## src/rtl/vslc_scan_sequencer.sv

```systemverilog
// Scan-cycle controller: periodic scan tick, input latch, byte-wise program
// fetch over a req/ack port, executor handshake and output commit.
module vslc_scan_sequencer #(
    parameter int         ADDR_W      = 8,
    parameter int         PROG_LEN    = 16,
    parameter int         SCAN_PERIOD = 1024,
    parameter int         FETCH_TMO   = 255,
    parameter logic [7:0] END_OP      = 8'hFF
) (
    input  logic              i_clk,
    input  logic              i_rst,
    input  logic              i_en,
    input  logic [7:0]        i_in_pins,
    output logic [7:0]        o_in_latched,
    output logic              o_fetch_req,
    output logic [ADDR_W-1:0] o_fetch_addr,
    input  logic              i_fetch_ack,
    input  logic [7:0]        i_fetch_data,
    output logic              o_instr_valid,
    output logic [7:0]        o_instr,
    input  logic              i_exec_busy,
    output logic              o_out_commit,
    output logic              o_addr_strobe,
    output logic              o_scan_cycle_clk,
    output logic              o_overrun,
    output logic              o_fault
);
    localparam int PER_W = $clog2(SCAN_PERIOD);
    localparam int TMO_W = $clog2(FETCH_TMO + 1);

    typedef enum logic [2:0] {
        S_IDLE,
        S_LATCH,
        S_FETCH,
        S_EXEC,
        S_COMMIT
    } state_t;

    state_t            r_state;
    state_t            w_state_nxt;
    logic [PER_W-1:0]  r_per;
    logic [TMO_W-1:0]  r_tmo;
    logic [ADDR_W-1:0] r_pc;
    logic [7:0]        r_in_latched;
    logic [7:0]        r_instr;
    logic              r_instr_valid;
    logic              r_strobe;
    logic              r_fault;
    logic              r_overrun;

    logic w_tick;
    logic w_last;
    logic w_do_latch;
    logic w_enter_fetch;
    logic w_take_ack;
    logic w_pc_inc;
    logic w_set_fault;

    assign w_tick = i_en && (r_per == '0);
    assign w_last = (r_instr == END_OP) || (r_pc == ADDR_W'(PROG_LEN - 1));

    // Free-running scan period; disabling the core parks it at 0 so that
    // re-enabling starts a scan straight away.
    always_ff @(posedge i_clk or posedge i_rst) begin
        if (i_rst) begin
            r_per <= '0;
        end else if (!i_en || r_per == PER_W'(SCAN_PERIOD - 1)) begin
            r_per <= '0;
        end else begin
            r_per <= r_per + 1'b1;
        end
    end

    always_ff @(posedge i_clk or posedge i_rst) begin
        if (i_rst) begin
            r_state <= S_IDLE;
        end else begin
            r_state <= w_state_nxt;
        end
    end

    always_comb begin
        w_state_nxt   = r_state;
        w_do_latch    = 1'b0;
        w_enter_fetch = 1'b0;
        w_take_ack    = 1'b0;
        w_pc_inc      = 1'b0;
        w_set_fault   = 1'b0;
        if (!i_en) begin
            w_state_nxt = S_IDLE;
        end else begin
            case (r_state)
                S_IDLE: begin
                    if (w_tick && !r_fault) w_state_nxt = S_LATCH;
                end
                S_LATCH: begin
                    w_do_latch    = 1'b1;
                    w_enter_fetch = 1'b1;
                    w_state_nxt   = S_FETCH;
                end
                S_FETCH: begin
                    // An ack landing on the last allowed cycle still counts.
                    if (i_fetch_ack) begin
                        w_take_ack  = 1'b1;
                        w_state_nxt = S_EXEC;
                    end else if (r_tmo == TMO_W'(1)) begin
                        w_set_fault = 1'b1;
                        w_state_nxt = S_IDLE;
                    end
                end
                S_EXEC: begin
                    // Executor cannot raise busy until it has seen instr_valid.
                    if (!r_instr_valid && !i_exec_busy) begin
                        if (w_last) begin
                            w_state_nxt = S_COMMIT;
                        end else begin
                            w_pc_inc      = 1'b1;
                            w_enter_fetch = 1'b1;
                            w_state_nxt   = S_FETCH;
                        end
                    end
                end
                S_COMMIT: w_state_nxt = S_IDLE;
                default:  w_state_nxt = S_IDLE;
            endcase
        end
    end

    always_ff @(posedge i_clk or posedge i_rst) begin
        if (i_rst) begin
            r_pc          <= '0;
            r_tmo         <= '0;
            r_in_latched  <= '0;
            r_instr       <= '0;
            r_instr_valid <= 1'b0;
            r_strobe      <= 1'b0;
            r_fault       <= 1'b0;
            r_overrun     <= 1'b0;
        end else begin
            r_instr_valid <= w_take_ack;
            r_strobe      <= w_enter_fetch;
            if (w_take_ack) r_instr <= i_fetch_data;
            if (w_do_latch) r_in_latched <= i_in_pins;

            if (!i_en || w_do_latch) begin
                r_pc <= '0;
            end else if (w_pc_inc) begin
                r_pc <= r_pc + 1'b1;
            end

            if (w_enter_fetch) begin
                r_tmo <= TMO_W'(FETCH_TMO);
            end else if (r_state == S_FETCH && r_tmo != '0) begin
                r_tmo <= r_tmo - 1'b1;
            end

            if (!i_en) begin
                r_fault <= 1'b0;
            end else if (w_set_fault) begin
                r_fault <= 1'b1;
            end

            // A tick that lands inside a scan is dropped, only flagged.
            if (!i_en) begin
                r_overrun <= 1'b0;
            end else if (w_tick && r_state != S_IDLE) begin
                r_overrun <= 1'b1;
            end
        end
    end

    assign o_in_latched     = r_in_latched;
    assign o_fetch_req      = (r_state == S_FETCH);
    assign o_fetch_addr     = r_pc;
    assign o_instr_valid    = r_instr_valid;
    assign o_instr          = r_instr;
    assign o_out_commit     = (r_state == S_COMMIT);
    assign o_addr_strobe    = r_strobe;
    assign o_scan_cycle_clk = (r_state != S_IDLE);
    assign o_overrun        = r_overrun;
    assign o_fault          = r_fault;

endmodule
```

## config.mk

```make
export PLATFORM = sky130hd
export DESIGN_NAME = vslc_scan_sequencer
export DESIGN_NICKNAME = d
export VERILOG_FILES = /design/src/rtl/vslc_scan_sequencer.sv
export SDC_FILE = /design/constraint.sdc
export NUM_CORES = 1
export LEC_CHECK = 0
export ABC_AREA = 1
export BUFFER_PORTS_ARGS = -buffer_cell sky130_fd_sc_hd__clkbuf_2
export CAP_MARGIN = 20
export CORE_UTILIZATION = 40
export DETAILED_ROUTE_END_ITERATION = 8
export GPL_TIMING_DRIVEN = 1
export PLACE_DENSITY_LB_ADDON = 0.1
export SYNTH_ARGS = -nofsm -noshare
export SYNTH_HDL_FRONTEND = slang
export SYNTH_SLANG_ARGS = --single-unit
export TNS_END_PERCENT = 5
```

## constraint.sdc

```tcl
create_clock -name i_clk -period 1.8 [get_ports i_clk]
set_input_delay 0.09 -clock i_clk [delete_from_list [all_inputs] [get_ports i_clk]]
set_output_delay 0.09 -clock i_clk [all_outputs]
set_load 0.03 [all_outputs]
```

==> results of run 1 <==
[synthesized netlist by cell type]
cell type,number,share of area
nand2_1,104,0.14
dfrtp_1,49,0.45
inv_1,44,0.061
nor2_1,37,0.051
nand3_1,30,0.056
nor3_1,9,0.017
mux2_4,8,0.045
nand4_1,8,0.019
nand2_4,6,0.025
ha_1,5,0.023
inv_2,5,0.0070
a21oi_1,4,0.0074
nor2_2,4,0.0093
xor2_1,4,0.013
nand2_2,3,0.0070
o21bai_1,3,0.0083
nand3_2,2,0.0074
nor3b_1,2,0.0056
a31oi_1,1,0.0023
buf_2,1,0.0019
buf_4,1,0.0028
buf_6,1,0.0042
clkbuf_8,1,0.0051
clkinv_2,1,0.0019
nand4_4,1,0.0079
nor2_4,1,0.0042
nor4_1,1,0.0023
o21ai_0,1,0.0019
o22ai_1,1,0.0023
xnor2_1,1,0.0032
[stage by stage]
step,power [mW],worst slack (ns)
final,3.78,0.169
after detailed placement,3.12,0.297
after floorplan,2.73,0.283
after global routing,4.04,0.0802
after CTS,3.83,0.168
after global placement,3.11,0.322
[routing by layer]
| metal | global-route usage | share of wire | vias up |
|---|---|---|---|
| li1 | - | - | 1204 |
| met1 | 0.230 | 0.50 | 1059 |
| met2 | 0.283 | 0.46 | 38 |
| met3 | 0.0403 | 0.034 | 8 |
| met4 | 0.0533 | 0.015 | 0 |
| met5 | 0 | 0 | - |
[registers in the layout, summed over array words and instances (netlist names)]
name           count
r_per             10
o_addr_strobe      1
o_instr_valid      1
o_fault            1
r_state            3
o_overrun          1
r_tmo              8
o_instr            8
o_fetch_addr       8
o_in_latched       8
[cells by family after synthesis]
| group | share of synthesized area |
|---|---|
| xor gates and xnor gates | 0.0162 |
| adders and majority gates | 0.0232 |
| buffers and inverters | 0.0839 |
| muxes | 0.0445 |
| DFF | 0.454 |
| and+or+nand+nor | 0.356 |
| AOI/OAI and AO/OA | 0.0223 |
[path summary, 6_finish.rpt]
kind | slack (ns) | cells after the start | end | start
worst max-delay path | 0.17 | 4 | o_fetch_req | r_state[2]$_DFFE_PP0P_
worst min-delay path | 0.01 | 2 | o_in_latched[7]$_DFFE_PP0P_ | i_in_pins[7]
worst max register to register | 0.26 | 8 | r_tmo[6]$_DFFE_PP0P_ | r_state[2]$_DFFE_PP0P_
worst min register to register | 0.52 | 1 | o_in_latched[2]$_DFFE_PP0P_ | o_in_latched[2]$_DFFE_PP0P_
max in group asynchronous | 0.93 | 4 | r_state[1]$_DFFE_PP0P_ | i_rst
min in group asynchronous | 0.35 | 3 | o_instr[7]$_DFFE_PP0P_ | i_rst
[layout make-up]
| cell class | count | share of cell area |
|---|---|---|
| repair buffers | 69 | 0.133 |
| clock buffers | 5 | 0.0209 |
| clock inverters | 3 | 0.00647 |
| inverters | 50 | 0.0575 |
| flip-flops and latches | 49 | 0.373 |
| well taps | 77 | 0.0293 |
| multi-input cells | 236 | 0.379 |
[cells in the final DEF, fill, tap and decap left out, drive strengths merged, types with 5 or more instances in the layout]
master,Yosys,layout
nand2,113,113
clkbuf,1,56
inv,49,50
dfrtp,49,49
nor2,42,42
nand3,32,32
dlygate4sd3,0,14
nor3,9,9
nand4,9,9
mux2,8,8
ha,5,5
[repair_timing]
item                                   CTS  global route
setup endpoints to repair                0             0
hold buffers                            14             0
endpoints found under the hold margin   36             0
buffers inserted                         0             0
[worst max-delay path, cell delays in order (launching register included)]
cell      delay, ns
dfrtp_1        0.42
inv_1          0.11
nand3_2        0.12
inv_1          0.30
clkbuf_2       0.28
[where the power goes]
| group | switching (mW) | leakage [nW] | total (mW) | internal [mW] |
|---|---|---|---|---|
| Clock | 0.395 | 0.0445 | 0.671 | 0.277 |
| Sequential | 0.188 | 0.613 | 1.55 | 1.37 |
| Combinational | 1.02 | 1.13 | 1.55 | 0.532 |
| Total | 1.60 | 1.78 | 3.78 | 2.17 |
==> run_results.csv, run 1 <==
group,metric,value,unit
run_status,status,"finished, violations left",
run_status,violations,"design-rule violations",
drt,wl_per_cell,11.4,um
placement,dpl-instance-area,3060,um^2
cells_and_area,fillers,634,
placement,dp_hpwl,4080,um
cts,root_buffer,"clkbuf_8",
sta,max_freq,0.613,GHz
die,start_util,0.420,
sta,min_period,1.63,ns
critical_path,endpoint_kind,"primary output",
placement,place.gp.congestion,0.797,
die,core_region_area,6420,um^2
cells_and_area,final_cells,489,
die,num_rows,29,
cells_and_area,design_area,3290,um^2
sta,max_slew_margin,0.651,
die,die_area,7080,um^2
sta,worstMarginPinSlew,0.522,ns
logic_synthesis,synth.ff_latch_count,49,
critical_path,start_kind,"register",
cts,cts.clk_slew.worst_paths,0.10,ns
sta,finalSetupViolations,0,
power,p_leak,1.78,nW
sta,tns,0,ns
power,ir_drop,0.725,mV
cells_and_area,multi_input_area,1250,um^2
cells_and_area,utilization,0.512,
critical_path,crit_fanout,12,
die,die_x,84.1,um
critical_path,worstPathArrival,1.54,ns
cts,clock_latency,0.31,ns
sta,hold_slack,0.0115,ns
cts,cts.repair.resized,0,
drt,totalWireLength,5560,um
drt,firstDrtPassIters,6,
logic_synthesis,synthDistinctLibCells,30,
cells_and_area,seqCellArea,1230,um^2
sta,rsz0062_at_grt,"false",
drt,antenna_left,0,
logic_synthesis,syn_area,2700,um^2
placement,io_buffers,51,
global_route,grt_overflow,0,
sta,period_share,0.906,
global_route,grt_pass1_wl,9880,um
drt,vias_per_cell,4.72,
critical_path,crit_type,"reg -> out",
cts,cts_made_buffers,5,
drt,vias,2309,
global_route,grt_usage,0.173,
global_route,antenna_found_initial,0,
cells_and_area,layout-drive-gt1-share,0.231,
cells_and_area,syn2layout_area_growth,21.7,%
power,powerDensity,1150,nW/um^2
die,num_io_pins,52,
global_route,grt_max_degree,27,
critical_path,required,1.71,ns
logic_synthesis,syn_inst,339,
drt,drt_first_iter_violations,77,
cells_and_area,fin_nets,437,
cts,clock_path_buffers,2,
global_route,grt_pass1_vias,2263,
sta,final_hold_viol_count,0,
logic_synthesis,yosysWarningCount,0,
die,die_h,84.1,um
cts,htreeDepth,2,
worst_hold_path,min_path_type,"in -> reg",
sta,drv_slew,0,
drt,drcViolationCount,4,
cells_and_area,n_antenna_cell,0,
job,max_cap_violations,0,
logic_synthesis,synth-seq-area-share,0.454,
logic_synthesis,syn_avg_cell_area,7.96,um^2
logic_synthesis,syn-num-nets,365,
cts,cts_tree,"built",
cts,cts.sinks,49,
placement,placedCellCount,467,
sta,fin_skew,0.0110,ns
(Power assumes the default switching activity.)
==> inputs of run 2 (changes only) <==
==> constraint.sdc (replaced) <==
create_clock -name i_clk -period 1.8 [get_ports i_clk]
set_input_delay 0.09 -clock i_clk [delete_from_list [all_inputs] [get_ports i_clk]]
set_output_delay 0.09 -clock i_clk [all_outputs]
set_load 0.1 [all_outputs]
==> run_results.csv, run 2 (synthesis results as in run 1) <==
group,metric,value,unit
cells_and_area,seqCellArea,1230,um^2
critical_path,crit_start,"r_state[2]$_DFFE_PP0P_",
sta,max_slew_margin,0.635,
global_route,gr-max-usage-layer,"met2",
worst_hold_path,min_path_type,"in -> reg",
cts,clock_latency,0.30,ns
drt,antenna_left,0,
global_route,grt_overflow,0,
critical_path,cpPeakStageDelay,0.41,ns
drt,vias_per_cell,4.64,
cts,clock_path_buffers,2,
cts,root_buffer,"clkbuf_8",
sta,rsz0062_at_grt,"false",
cells_and_area,layout-drive-gt1-share,0.236,
placement,place.gp.congestion,0.805,
critical_path,endpoint_kind,"primary output",
cells_and_area,final_cells,484,
critical_path,required,1.71,ns
drt,totalWireLength,5530,um
cts,post_cts_buffers,0,
global_route,use_met3,0.0403,
placement,dp_hpwl,4170,um
cells_and_area,design_area,3270,um^2
cells_and_area,n_antenna_cell,0,
cts,cts.sinks,49,
power,p_leak,1.78,nW
cells_and_area,mostFrequentLayoutCells,"nand2_1 (104), clkbuf_2 (50), dfrtp_1 (49), inv_1 (43), nor2_1 (37)",
cells_and_area,multi_input_area,1250,um^2
global_route,grt_max_degree,24,
sta,min_period,1.65,ns
run_status,violations,"design-rule violations",
cells_and_area,syn2layout_area_growth,21.0,%
critical_path,worstPathArrival,1.56,ns
drt,wl_per_cell,11.4,um
global_route,antenna_found_initial,0,
run_status,status,"finished, violations left",
die,num_rows,29,
cells_and_area,fin_nets,432,
sta,fin_skew,0.0148,ns
cts,cts.clk_slew.worst_paths,0.09,ns
power,powerDensity,1590,nW/um^2
cts,htreeDepth,2,
drt,drt_first_iter_violations,108,
placement,dpl-instance-area,3070,um^2
die,die_x,84.1,um
sta,worstMarginPinSlew,0.549,ns
global_route,global_route.usage.met2,0.283,
die,core_region_area,6420,um^2
job,max_cap_violations,0,
die,die_h,84.1,um
placement,placedCellCount,468,
cts,cts_tree,"built",
cts,cts_made_buffers,5,
critical_path,cp_slowest_cell,"dfrtp_1",
critical_path,start_kind,"register",
critical_path,crit_fanout,8,
sta,drv_slew,0,
critical_path,critPathBufInv,4,
critical_path,crit_chain,"inv_1 > nand3_2 > inv_1 > buf_4 > buf_12",
die,die_area,7080,um^2
critical_path,rr_startpoint,"r_tmo[0]$_DFFE_PP0P_",
power,finalPower,5.18,mW
die,start_util,0.420,
global_route,grt_pass1_vias,2238,
global_route,grt_pass1_wl,10000,um
worst_hold_path,hp-start,"i_in_pins[4]",
cells_and_area,largest_register,"r_per",
sta,final_hold_viol_count,0,
critical_path,critPathTopFamily,"buffers and inverters",
cells_and_area,fillers,652,
global_route,grt_usage,0.173,
die,num_io_pins,52,
critical_path,crit_type,"reg -> out",
power,ir_drop,1.64,mV
drt,vias,2245,
sta,finalSetupViolations,0,
critical_path,critPathMostFrequentCell,"inv_1",
cells_and_area,utilization,0.509,
sta,period_share,0.914,
drt,drcViolationCount,6,
sta,hold_slack,0.0106,ns
placement,io_buffers,51,
global_route,met1_usage,0.232,
drt,firstDrtPassIters,8,
cells_and_area,mostFrequentLayoutCell,"nand2_1",
cells_and_area,largest_reg_flops,10,
sta,max_freq,0.608,GHz
run 2: cell types whose count changed in the layout (fill, tap and decap cells not counted):
cell / previous run / this run
buf_4: 3 / 5
bufinv_16: 0 / 1
clkbuf_1: 0 / 1
clkbuf_2: 51 / 50
clkbuf_8: 5 / 6
clkinv_2: 2 / 1
clkinvlp_4: 1 / 0
dlygate4sd3_1: 14 / 8
inv_6: 1 / 0
nor3_1: 9 / 8
nor3_2: 0 / 1
run 2: metrics by stage:
| stage | TNS [ns] | setup WS, ns |
|---|---|---|
| 2_1_floorplan | -3.80 | -0.210 |
| 3_3_place_gp | 0 | 0.330 |
| 3_5_place_dp | 0 | 0.306 |
| 4_1_cts | 0 | 0.138 |
| 5_1_grt | 0 | 0.0356 |
| 6_report | 0 | 0.154 |
run 2: timing repair:
item | CTS | global route
hold buffers | 8 | 0
gates resized for setup | 0 | 0
hold endpoints to repair | 21 | 0
run 2: final timing paths:
path                                               endpoint  slack [ns]  depth (start not counted)
max in group asynchronous            o_instr[0]$_DFFE_PP0P_        0.90                          4
worst max-delay path                            o_fetch_req        0.15                          5
min in group asynchronous            r_state[1]$_DFFE_PP0P_        0.28                          3
worst max register to register         r_tmo[0]$_DFFE_PP0P_        0.29                          8
worst min-delay path            o_in_latched[4]$_DFFE_PP0P_        0.01                          2
worst min register to register  o_in_latched[0]$_DFFE_PP0P_        0.52                          1
run 2: area by class of cell:
cell class                      instances  share of cell area
Sequential cell                        49               0.375
Tap cell                               77              0.0295
Multi-Input combinational cell        236               0.383
Clock buffer                            7              0.0264
Timing Repair Buffer                   64               0.119
Clock inverter                          1             0.00919
Inverter                               50              0.0578
run 2: power breakdown:
group	internal, mW	total, mW	switching [mW]
Sequential	1.37	1.56	0.195
Clock	0.453	0.813	0.360
Combinational	0.542	2.81	2.27
Total	2.36	5.18	2.82
run 2: metal layers:
layer,up-vias,share of wire
met5,-,0
met1,1012,0.49
met4,0,0.013
met3,8,0.036
li1,1190,-
met2,35,0.46
==> inputs of run 3 (changes only) <==
--- a/config.mk
+++ b/config.mk
@@ -8,7 +8,9 @@
 export ABC_AREA = 1
 export BUFFER_PORTS_ARGS = -buffer_cell sky130_fd_sc_hd__clkbuf_2
 export CAP_MARGIN = 20
-export CORE_UTILIZATION = 40
+export CELL_PAD_IN_SITES_DETAIL_PLACEMENT = 0
+export CELL_PAD_IN_SITES_GLOBAL_PLACEMENT = 2
+export CORE_UTILIZATION = 32
 export DETAILED_ROUTE_END_ITERATION = 8
 export GPL_TIMING_DRIVEN = 1
 export PLACE_DENSITY_LB_ADDON = 0.1
==> run_results.csv, run 3 (synthesis results as in run 1) <==
group,metric,value,unit
critical_path,crit_cells,3,
die,num_io_pins,52,
sta,finalSetupViolations,0,
drt,wl_per_cell,11.7,um
sta,setup_ws,0.127,ns
cts,cts.clk_slew.worst_paths,0.09,ns
sta,worstMarginPinSlew,0.550,ns
sta,hold_slack,0.0143,ns
critical_path,worstRegToRegCells,8,
cells_and_area,mostFrequentLayoutCell,"nand2_1",
cts,root_buffer,"clkbuf_8",
cts,htreeDepth,2,
cells_and_area,largest_reg_flops,10,
cts,cts_made_buffers,5,
placement,dpl_worst_slack,0.233,ns
cells_and_area,final_cells,518,
critical_path,endpoint_kind,"primary output",
sta,fin_skew,0.00996,ns
sta,period_share,0.929,
cells_and_area,multi_input_area,1250,um^2
cells_and_area,fillers,892,
cts,post_cts_buffers,0,
power,powerDensity,1560,nW/um^2
worst_hold_path,min_path_type,"in -> reg",
global_route,grt_max_degree,19,
power,p_leak,1.80,nW
die,die_area,8810,um^2
cells_and_area,largest_register,"r_per",
cells_and_area,layout-drive-gt1-share,0.232,
drt,vias,2306,
critical_path,critPathBufInv,2,
cells_and_area,n_antenna_cell,0,
job,max_cap_violations,0,
drt,drt_first_iter_violations,60,
cts,cts.sinks,49,
critical_path,worstPathArrival,1.58,ns
global_route,grt_pass1_vias,2097,
die,die_h,93.8,um
cells_and_area,fin_nets,438,
cts,cts.repair.resized,0,
critical_path,crit_chain,"inv_1 > nand3_1 > clkbuf_2",
drt,firstDrtPassIters,4,
sta,min_period,1.67,ns
global_route,grt_usage,0.151,
die,start_util,0.330,
drt,drcViolationCount,0,
cts,cts_tree,"built",
critical_path,crit_fanout,4,
cells_and_area,syn2layout_area_growth,24.6,%
drt,totalWireLength,6040,um
power,ir_drop,1.33,mV
placement,io_buffers,51,
critical_path,start_kind,"register",
critical_path,required,1.71,ns
cts,clock_path_buffers,2,
drt,antenna_left,0,
cts,cts_hold_buf,13,
cells_and_area,mostFrequentLayoutCells,"nand2_1 (104), clkbuf_2 (50), dfrtp_1 (49), inv_1 (43), nor2_1 (37)",
worst_hold_path,hold_depth,2,
sta,max_slew_margin,0.635,
placement,dp_hpwl,4440,um
die,die_x,93.8,um
critical_path,cpPeakStageDelay,0.50,ns
die,core_region_area,8180,um^2
sta,drv_slew,0,
placement,place.gp.congestion,0.744,
global_route,antenna_found_initial,0,
global_route,grt_pass1_wl,10200,um
critical_path,critPathTopFamily,"buffers and inverters",
placement,placedCellCount,496,
critical_path,crit_type,"reg -> out",
power,finalPower,5.23,mW
die,num_rows,33,
sta,rsz0062_at_grt,"false",
sta,max_freq,0.598,GHz
sta,tns,0,ns
run_status,status,"complete, no violations",
cts,clock_latency,0.31,ns
critical_path,cp_slowest_cell,"clkbuf_2",
drt,vias_per_cell,4.45,
sta,final_hold_viol_count,0,
cells_and_area,seqCellArea,1230,um^2
global_route,grt_overflow,0,
## run 3: cell count changes in the layout (fill, tap and decap cells not counted)
cell and delta:
dlygate4sd3_1 +6
## run 3: final cells by class
cell class | instances | share of cell area
Clock buffer | 7 | 0.0257
Clock inverter | 1 | 0.00893
Inverter | 50 | 0.0562
Multi-Input combinational cell | 236 | 0.372
Sequential cell | 49 | 0.365
Tap cell | 105 | 0.0391
Timing Repair Buffer | 70 | 0.133
## run 3: worst register-to-register path, delay by kind of cell (launching register included)
| kind | cells | cell delay [ns] |
|---|---|---|
| flops | 1 | 0.42 |
| buf+inv | 2 | 0.45 |
| simple gates | 6 | 0.61 |
## run 3: worst paths after layout
path | from | slack [ns] | to
hold / removal | i_in_pins[3] | 0.01 | o_in_latched[3]$_DFFE_PP0P_
max in group asynchronous | i_rst | 0.92 | o_in_latched[0]$_DFFE_PP0P_
min in group asynchronous | i_rst | 0.29 | r_per[7]$_DFF_PP0_
hold reg to reg | o_in_latched[3]$_DFFE_PP0P_ | 0.52 | o_in_latched[3]$_DFFE_PP0P_
setup reg to reg | r_state[2]$_DFFE_PP0P_ | 0.22 | r_tmo[6]$_DFFE_PP0P_
setup / recovery | r_state[1]$_DFFE_PP0P_ | 0.13 | o_scan_cycle_clk
## run 3: power by group
part / leakage, nW / total, mW / internal, mW / switching (mW)
sequential: 0.613 / 1.57 / 1.37 / 0.205
clock: 0.0585 / 0.839 / 0.454 / 0.385
combinational: 1.13 / 2.82 / 0.544 / 2.27
## run 3: routing by layer
layer  track usage  part of all wire
met1         0.205              0.50
met4        0.0538             0.015
met2         0.232              0.45
met5             0                 0
met3        0.0356             0.033
## run 3: metrics by stage
stage                     area, um^2  utilization
after global routing            3360        0.411
final                           3360        0.411
after floorplan                 2700            -
after detailed placement        3110        0.380
after global placement          3110        0.380
after CTS                       3350        0.410
